## config.mk

```make
export PLATFORM = sky130hd
export DESIGN_NAME = pow2_convert_pipe
export DESIGN_NICKNAME = d
export VERILOG_FILES = /design/src/rtl/pow2_convert_pipe.sv
export SDC_FILE = /design/constraint.sdc
export NUM_CORES = 1
export LEC_CHECK = 0
export BUFFER_PORTS_ARGS = -buffer_cell sky130_fd_sc_hd__buf_2
export CAP_MARGIN = 15
export CORE_AREA = 3 3 143 145
export DETAILED_ROUTE_END_ITERATION = 10
export DIE_AREA = 0 0 146 148
export PLACE_DENSITY = 0.6
export SYNTH_ARGS = -nofsm -noshare
export SYNTH_HDL_FRONTEND = slang
export SYNTH_SLANG_ARGS = --single-unit
```

## constraint.sdc

```tcl
create_clock -name clock -period 10.11 [get_ports clock]
set_input_delay 2.022 -clock clock [delete_from_list [all_inputs] [get_ports clock]]
set_output_delay 2.022 -clock clock [all_outputs]
set_load 0.005 [all_outputs]
```

## src/rtl/pow2_convert_pipe.sv

```systemverilog
// rtl/pow2_convert_pipe.sv - pipelined log2-to-linear fixed-point converter
module pow2_convert_pipe #(
  parameter int FRAC_BITS = 8,
  parameter int INT_BITS  = 4,
  parameter int OUT_WIDTH = 16,
  parameter int OUT_FRAC  = 8,
  parameter int TAG_WIDTH = 4
) (
  input  logic                 clock,
  input  logic                 resetn,
  input  logic                 in_valid,
  output logic                 in_ready,
  input  logic                 in_zero,
  input  logic [INT_BITS-1:0]  in_exp,
  input  logic [FRAC_BITS-1:0] in_frac,
  input  logic [TAG_WIDTH-1:0] in_tag,
  output logic                 out_valid,
  input  logic                 out_ready,
  output logic [OUT_WIDTH-1:0] out_data,
  output logic                 out_ovf,
  output logic                 out_unf,
  output logic [TAG_WIDTH-1:0] out_tag
);
  // Mantissa 1.m with FRAC_BITS+1 fraction bits; shift amount kept in a
  // generous signed width; result wide enough to see any overflow bit.
  localparam int MW = FRAC_BITS + 2;
  localparam int SW = 16;
  localparam int RW = MW + OUT_WIDTH + 1;
  localparam logic signed [SW-1:0] S_OVF = SW'(OUT_WIDTH);
  localparam logic [SW-1:0]        N_MAX = SW'(MW);

  if (FRAC_BITS < 4 || FRAC_BITS > 10) begin : g_bad_frac
    $error("pow2_convert_pipe: FRAC_BITS must be within 4..10");
  end
  if (OUT_FRAC > OUT_WIDTH) begin : g_bad_out
    $error("pow2_convert_pipe: OUT_FRAC must not exceed OUT_WIDTH");
  end

  // Table entry round_half_up((2^(k/2^F) - 1) * 2^(F+1)), evaluated in Q60
  // integer arithmetic: ln2 from its series, then exp() by Taylor series.
  function automatic logic [FRAC_BITS:0] lut_entry(input int k);
    logic [127:0] one, ln2, x, term, sum, v, nn;
    one = 128'd1 << 60;
    ln2 = '0;
    for (int n = 1; n <= 62; n++) begin
      nn  = 128'(n);
      ln2 = ln2 + ((one >> n) / nn);
    end
    x    = ((128'(k) << (60 - FRAC_BITS)) * ln2) >> 60;
    term = one;
    sum  = one;
    for (int n = 1; n <= 24; n++) begin
      nn   = 128'(n);
      term = ((term * x) >> 60) / nn;
      sum  = sum + term;
    end
    v = (((sum - one) << (FRAC_BITS + 1)) + (one >> 1)) >> 60;
    if (v > 128'((1 << (FRAC_BITS + 1)) - 1)) begin
      v = 128'((1 << (FRAC_BITS + 1)) - 1);
    end
    return v[FRAC_BITS:0];
  endfunction

  logic [FRAC_BITS:0] w_lut [2**FRAC_BITS];
  for (genvar g = 0; g < 2**FRAC_BITS; g++) begin : g_lut
    localparam logic [FRAC_BITS:0] LV = lut_entry(g);
    assign w_lut[g] = LV;
  end

  logic                  r1_v, r1_zero;
  logic [INT_BITS-1:0]   r1_exp;
  logic [FRAC_BITS-1:0]  r1_frac;
  logic [TAG_WIDTH-1:0]  r1_tag;
  logic                  r2_v, r2_zero;
  logic [MW-1:0]         r2_m;
  logic signed [SW-1:0]  r2_s;
  logic [TAG_WIDTH-1:0]  r2_tag;
  logic                  r3_v, r3_ovf, r3_unf;
  logic [OUT_WIDTH-1:0]  r3_data;
  logic [TAG_WIDTH-1:0]  r3_tag;

  // A stage may load when it is empty or its successor is taking its word.
  logic w_ld1, w_ld2, w_ld3;
  assign w_ld3    = !r3_v || out_ready;
  assign w_ld2    = !r2_v || w_ld3;
  assign w_ld1    = !r1_v || w_ld2;
  assign in_ready = w_ld1;

  logic signed [SW-1:0] w_s;
  assign w_s = SW'($signed(r1_exp)) + SW'(OUT_FRAC - FRAC_BITS - 1);

  // S1: capture the accepted input word.
  always_ff @(posedge clock or negedge resetn) begin
    if (!resetn) begin
      r1_v    <= 1'b0;
      r1_zero <= 1'b0;
      r1_exp  <= '0;
      r1_frac <= '0;
      r1_tag  <= '0;
    end else if (w_ld1) begin
      r1_v <= in_valid;
      if (in_valid) begin
        r1_zero <= in_zero;
        r1_exp  <= in_exp;
        r1_frac <= in_frac;
        r1_tag  <= in_tag;
      end
    end
  end

  // S2: mantissa from the table and the net shift toward the output format.
  always_ff @(posedge clock or negedge resetn) begin
    if (!resetn) begin
      r2_v    <= 1'b0;
      r2_zero <= 1'b0;
      r2_m    <= '0;
      r2_s    <= '0;
      r2_tag  <= '0;
    end else if (w_ld2) begin
      r2_v <= r1_v;
      if (r1_v) begin
        r2_zero <= r1_zero;
        r2_m    <= {1'b1, w_lut[r1_frac]};
        r2_s    <= w_s;
        r2_tag  <= r1_tag;
      end
    end
  end

  logic [SW-1:0]        w_n;
  logic [RW-1:0]        w_r;
  logic                 w_big, w_ovf, w_unf;
  logic [OUT_WIDTH-1:0] w_data;

  // Shift with round-half-up on right shifts, then saturate or flush.
  // A left shift of OUT_WIDTH or more always overflows since M's MSB is set.
  always_comb begin
    w_n    = '0;
    w_r    = '0;
    w_big  = 1'b0;
    w_ovf  = 1'b0;
    w_unf  = 1'b0;
    w_data = '0;
    if (!r2_s[SW-1]) begin
      if (r2_s >= S_OVF) begin
        w_big = 1'b1;
      end else begin
        w_r = RW'(r2_m) << r2_s;
      end
    end else begin
      w_n = -r2_s;
      if (w_n <= N_MAX) begin
        w_r = (RW'(r2_m) + (RW'(1) << (w_n - SW'(1)))) >> w_n;
      end
    end
    if (!r2_zero) begin
      if (w_big || ((w_r >> OUT_WIDTH) != '0)) begin
        w_data = '1;
        w_ovf  = 1'b1;
      end else if (w_r == '0) begin
        w_unf = 1'b1;
      end else begin
        w_data = w_r[OUT_WIDTH-1:0];
      end
    end
  end

  // S3: output register, held while downstream stalls.
  always_ff @(posedge clock or negedge resetn) begin
    if (!resetn) begin
      r3_v    <= 1'b0;
      r3_data <= '0;
      r3_ovf  <= 1'b0;
      r3_unf  <= 1'b0;
      r3_tag  <= '0;
    end else if (w_ld3) begin
      r3_v <= r2_v;
      if (r2_v) begin
        r3_data <= w_data;
        r3_ovf  <= w_ovf;
        r3_unf  <= w_unf;
        r3_tag  <= r2_tag;
      end
    end
  end

  assign out_valid = r3_v;
  assign out_data  = r3_data;
  assign out_ovf   = r3_ovf;
  assign out_unf   = r3_unf;
  assign out_tag   = r3_tag;

endmodule

```

==> summary.md <==
| Metric | Value |
|---|---|
| Slew HR | 0.2579 |
| Critical path class | flop to flop |
| Critical path cell sequence | buf_4, inv_1, ha_1, nor2b_1, nand2b_1, ha_1, or4bb_1, o221ai_1, a22oi_1, nor2_1, nand3_1, or2_2, fa_1, nand2b_1, a211oi_1, o211a_1, o22ai_1, xor2_1, o21ai_1, a31o_2, or4b_1, o31ai_2 |
| Critical path's top delay family | simple AND/OR/NAND/NOR gates |
| Worst EP arrival | ~6.8 ns |
| Post-CTS setup buffer count | 0 |
| Seq cells post-synth | slightly above 60 |
| Initial core utilization | 0.3494 |
| Syn_nets | around 950 |
| Fin nets | 940 |
| Mux cell area share after synthesis | 0.1128 |
| Hold_sp | out_data[0]$_DFFE_PN0P_ |
| Critical path buffers and inverters | 2 |
| Starting DRT DRC Count | 920 |
| Via-per-instance ratio | a little under 6 |
| Main combinational cell family by area after synthesis | compound AO/OA/AOI/OAI gates |
| Yosys top cell area share | 0.2296 |
| Hold Path Class | flop to flop |
| Util after Layout | 0.3855 |
| Synth Area in Compound Gates | 0.2937 |
| CTS Buffer Depth | 2 |
| Max-cap viol count | 0 |
| Floorplan die width | 146 µm |
| Worst-path clk slew | about 0.060 ns |
| Final wirelength | 19660 µm |
| Diodes inserted | 0 |
| Initial antenna violation count | 0 |
| Leakage power total | around 3 nW |
| Simple-gate share of the synthesized area | 0.2230 |
| Vias in the first global route | 6156 |
| Post-route cell area | about 7500 µm² |
| Finish-stage setup viols | 0 |
| Final Hold Viols | 0 |
| CTS H-tree lvls | 3 |
| Final TNS setup | 0 ns |
| Critical-path top delay cell | or4b_1 |
| Clk root buf | clkbuf_16 |
| Synth area leader | dfrtp_1 |
| Worst setup SP type | flop |
| Crit end category | flop |
| Slew Viols, Final | 0 |
| RSZ-0062 raised after global routing | no |
| Total GRT Usage | 0.1782 |
| CORE AREA | 19330 µm² |
| Most common cell after layout, fill and taps aside | nand2_1 |
| DP Cell Count | between 1000 and 1500 |
| Synth Cell Area | approximately 6800 µm² |
| Vias | about 6800 |
| Area share of fa/ha/maj cells after synthesis | 0.05815 |
| Power per Cell Area | between 200 and 250 nW/µm² |
| Num CTS Buffers | 9 |
| Sequential area share after synthesis | 0.2296 |
| Synth top area cells | dfrtp_1 (23%), o21ai_0 (6.4%), nand2_1 (6.2%), mux2_2 (5.5%), ha_1 (5.4%) |
| Port-buffer cells | 44 |
| Fraction of layout cells with a size suffix above 1 | 0.1633 |
| Async S/R FF share, synth | 1.000 |
| Final ANT Viol Nets | 0 |
| Placed cell area | 7101 µm² |
| Top Ports | 45 |
| Routed len/inst | 16.97 µm |
| Post-CTS Resized | 0 |
| Most frequent cells in the layout | nand2_1 (112), nor2_1 (92), o21ai_0 (86) |
| Synth Flop Type | dfrtp_1 |
| Die ar. | 21610 µm² |
| Clock Skew | a little over 0.007 ns |
| GR Overflow Total | 0 |
| Clock Sinks | slightly above 60 |
| Min Tclk post-route | about 6.6 ns |
| Synthesis-to-layout area growth | 10.31% |
| Tot Pwr | between 1.5 and 2 mW |
| Run status | finished, final reports clean |
| Worst r2r src | r2_s[0]$_DFFE_PN0P_ |
| Synth warn | 0 |
| CP startpoint | r2_s[0]$_DFFE_PN0P_ |
| Fmax | around 150 MHz |
| Placer Congestion | slightly below 0.9 |
| CP max FO | 50 |
| Distinct cells, synth | between 80 and 90 |
| Filler-free cell count of the finished design | between 1000 and 1500 |
| Period utilisation layout | 0.6498 |
| Floorplan row count | between 50 and 60 |
| Average cell area after synthesis | 7.541 µm² |
| Detail Placement HPWL | 14010 µm |
| Post-Syn Instances | around 900 |
| Clk_lat worst skew | 0.34 ns |
| Maximum vdd ir drop | around 0.00013 V |
| First-pass iteration count of the detailed router | 5 |
| CTS tree | done |
| DR DRC count | 0 |
| Largest stage delay, worst path | between 0.5 and 0.6 ns |
| Post-CTS Hold Buffers | 0 |
| Largest net degree at the start of global routing | 92 |
| Post-synth EDFFs | 0 |
| First-pass GRT wire length | roughly 32000 µm |
| CP required | approximately 10 ns |
| Worst slew pin tran | roughly 1.1 ns |
| Xor/xnor cell area share of the yosys netlist | 0.02333 |
| Die extent in y | between 100 and 150 µm |
==> stage by stage <==
step                      worst slack (ns)  hold WS [ns]
final                                3.541        0.4718
after global placement               3.719        0.4524
after CTS                            3.558        0.4741
after detailed placement             3.591        0.4612
after global routing                 3.052        0.5017
after floorplan                      3.868        0.4576
==> worst paths after layout <==
check	endpoint	slack, ns	cells after the start
hold / removal	out_data[0]$_DFFE_PN0P_	0.47	2
setup reg to reg	out_unf$_DFFE_PN0P_	3.54	22
max in group asynchronous	r1_frac[2]$_DFFE_PN0P_	7.66	2
setup / recovery	out_unf$_DFFE_PN0P_	3.54	22
hold reg to reg	out_data[0]$_DFFE_PN0P_	0.47	2
min in group asynchronous	out_data[9]$_DFFE_PN0P_	1.83	2
==> where the power goes <==
group          total, mW  leakage, nW  internal [mW]  switching (mW)
clock              0.378        0.173          0.245           0.133
sequential         0.371        0.755          0.311          0.0608
combinational      0.978         2.13          0.373           0.606
total               1.73         3.06          0.929           0.799
==> final cells by class <==
cell class / count / area [µm²]
fillers: 1988 / 11880
clock inverters: 7 / 127.6
inverters: 23 / 86.33
clock buffers: 9 / 225.2
multi-input cells: 735 / 4803
well taps: 265 / 331.6
repair buffers: 58 / 325.3
flip-flops and latches: 62 / 1554
==> cell usage after synthesis (all sizes together) (5+ instances only) <==
master and count:
nor2 92, o21ai 91, clkbuf 55, mux4 9
xnor2 11, a21oi 68, o311ai 5, mux2i 13
dfrtp 62, inv 23, or2 7, a21o 10
a2111oi 5, nor2b 24, o211ai 12, o21a 5
buf 21, mux2 36, nand2b 18, and2 5
nand3 16, a221oi 5, a211oi 23, nor3 19
xor2 7, nand2 113, nor4 7, o31ai 13
a31oi 10, a311oi 10, o22ai 8, ha 29
==> sequential cells by signal, summed over array words and instances, names as in the netlist, 4 cells and up <==
signal    cells
r2_s          5
r1_exp        4
out_data     16
r1_frac       8
r1_tag        4
out_tag       4
r2_tag        4
r2_m         10
==> metal layers <==
layer,GRT usage,up-vias,wire (µm)
met4,0.04798,0,411
met3,0.03066,35,1238
li1,-,3290,-
met2,0.2780,267,8828
met5,0,-,0
met1,0.2559,3165,9184
==> worst min-delay path: cells and delay by family, from the launching register on <==
| kind | cells | cell delay [ns] |
|---|---|---|
| flops | 1 | 0.33 |
| simple gates | 1 | 0.05 |
| compound gates | 1 | 0.05 |
==> kinds of logic (layout without fill, tap and decap cells) <==
family / after synthesis / in the layout
AND/OR/NAND/NOR: 323 / 323
flip-flops: 62 / 62
buffers and inverters: 99 / 97
XOR/XNOR: 18 / 18
multiplexers: 58 / 58
adder cells (fa/ha/maj): 31 / 31
AO/OA/AOI/OAI: 305 / 305
No activity file was read; power rests on OpenSTA's default activity.
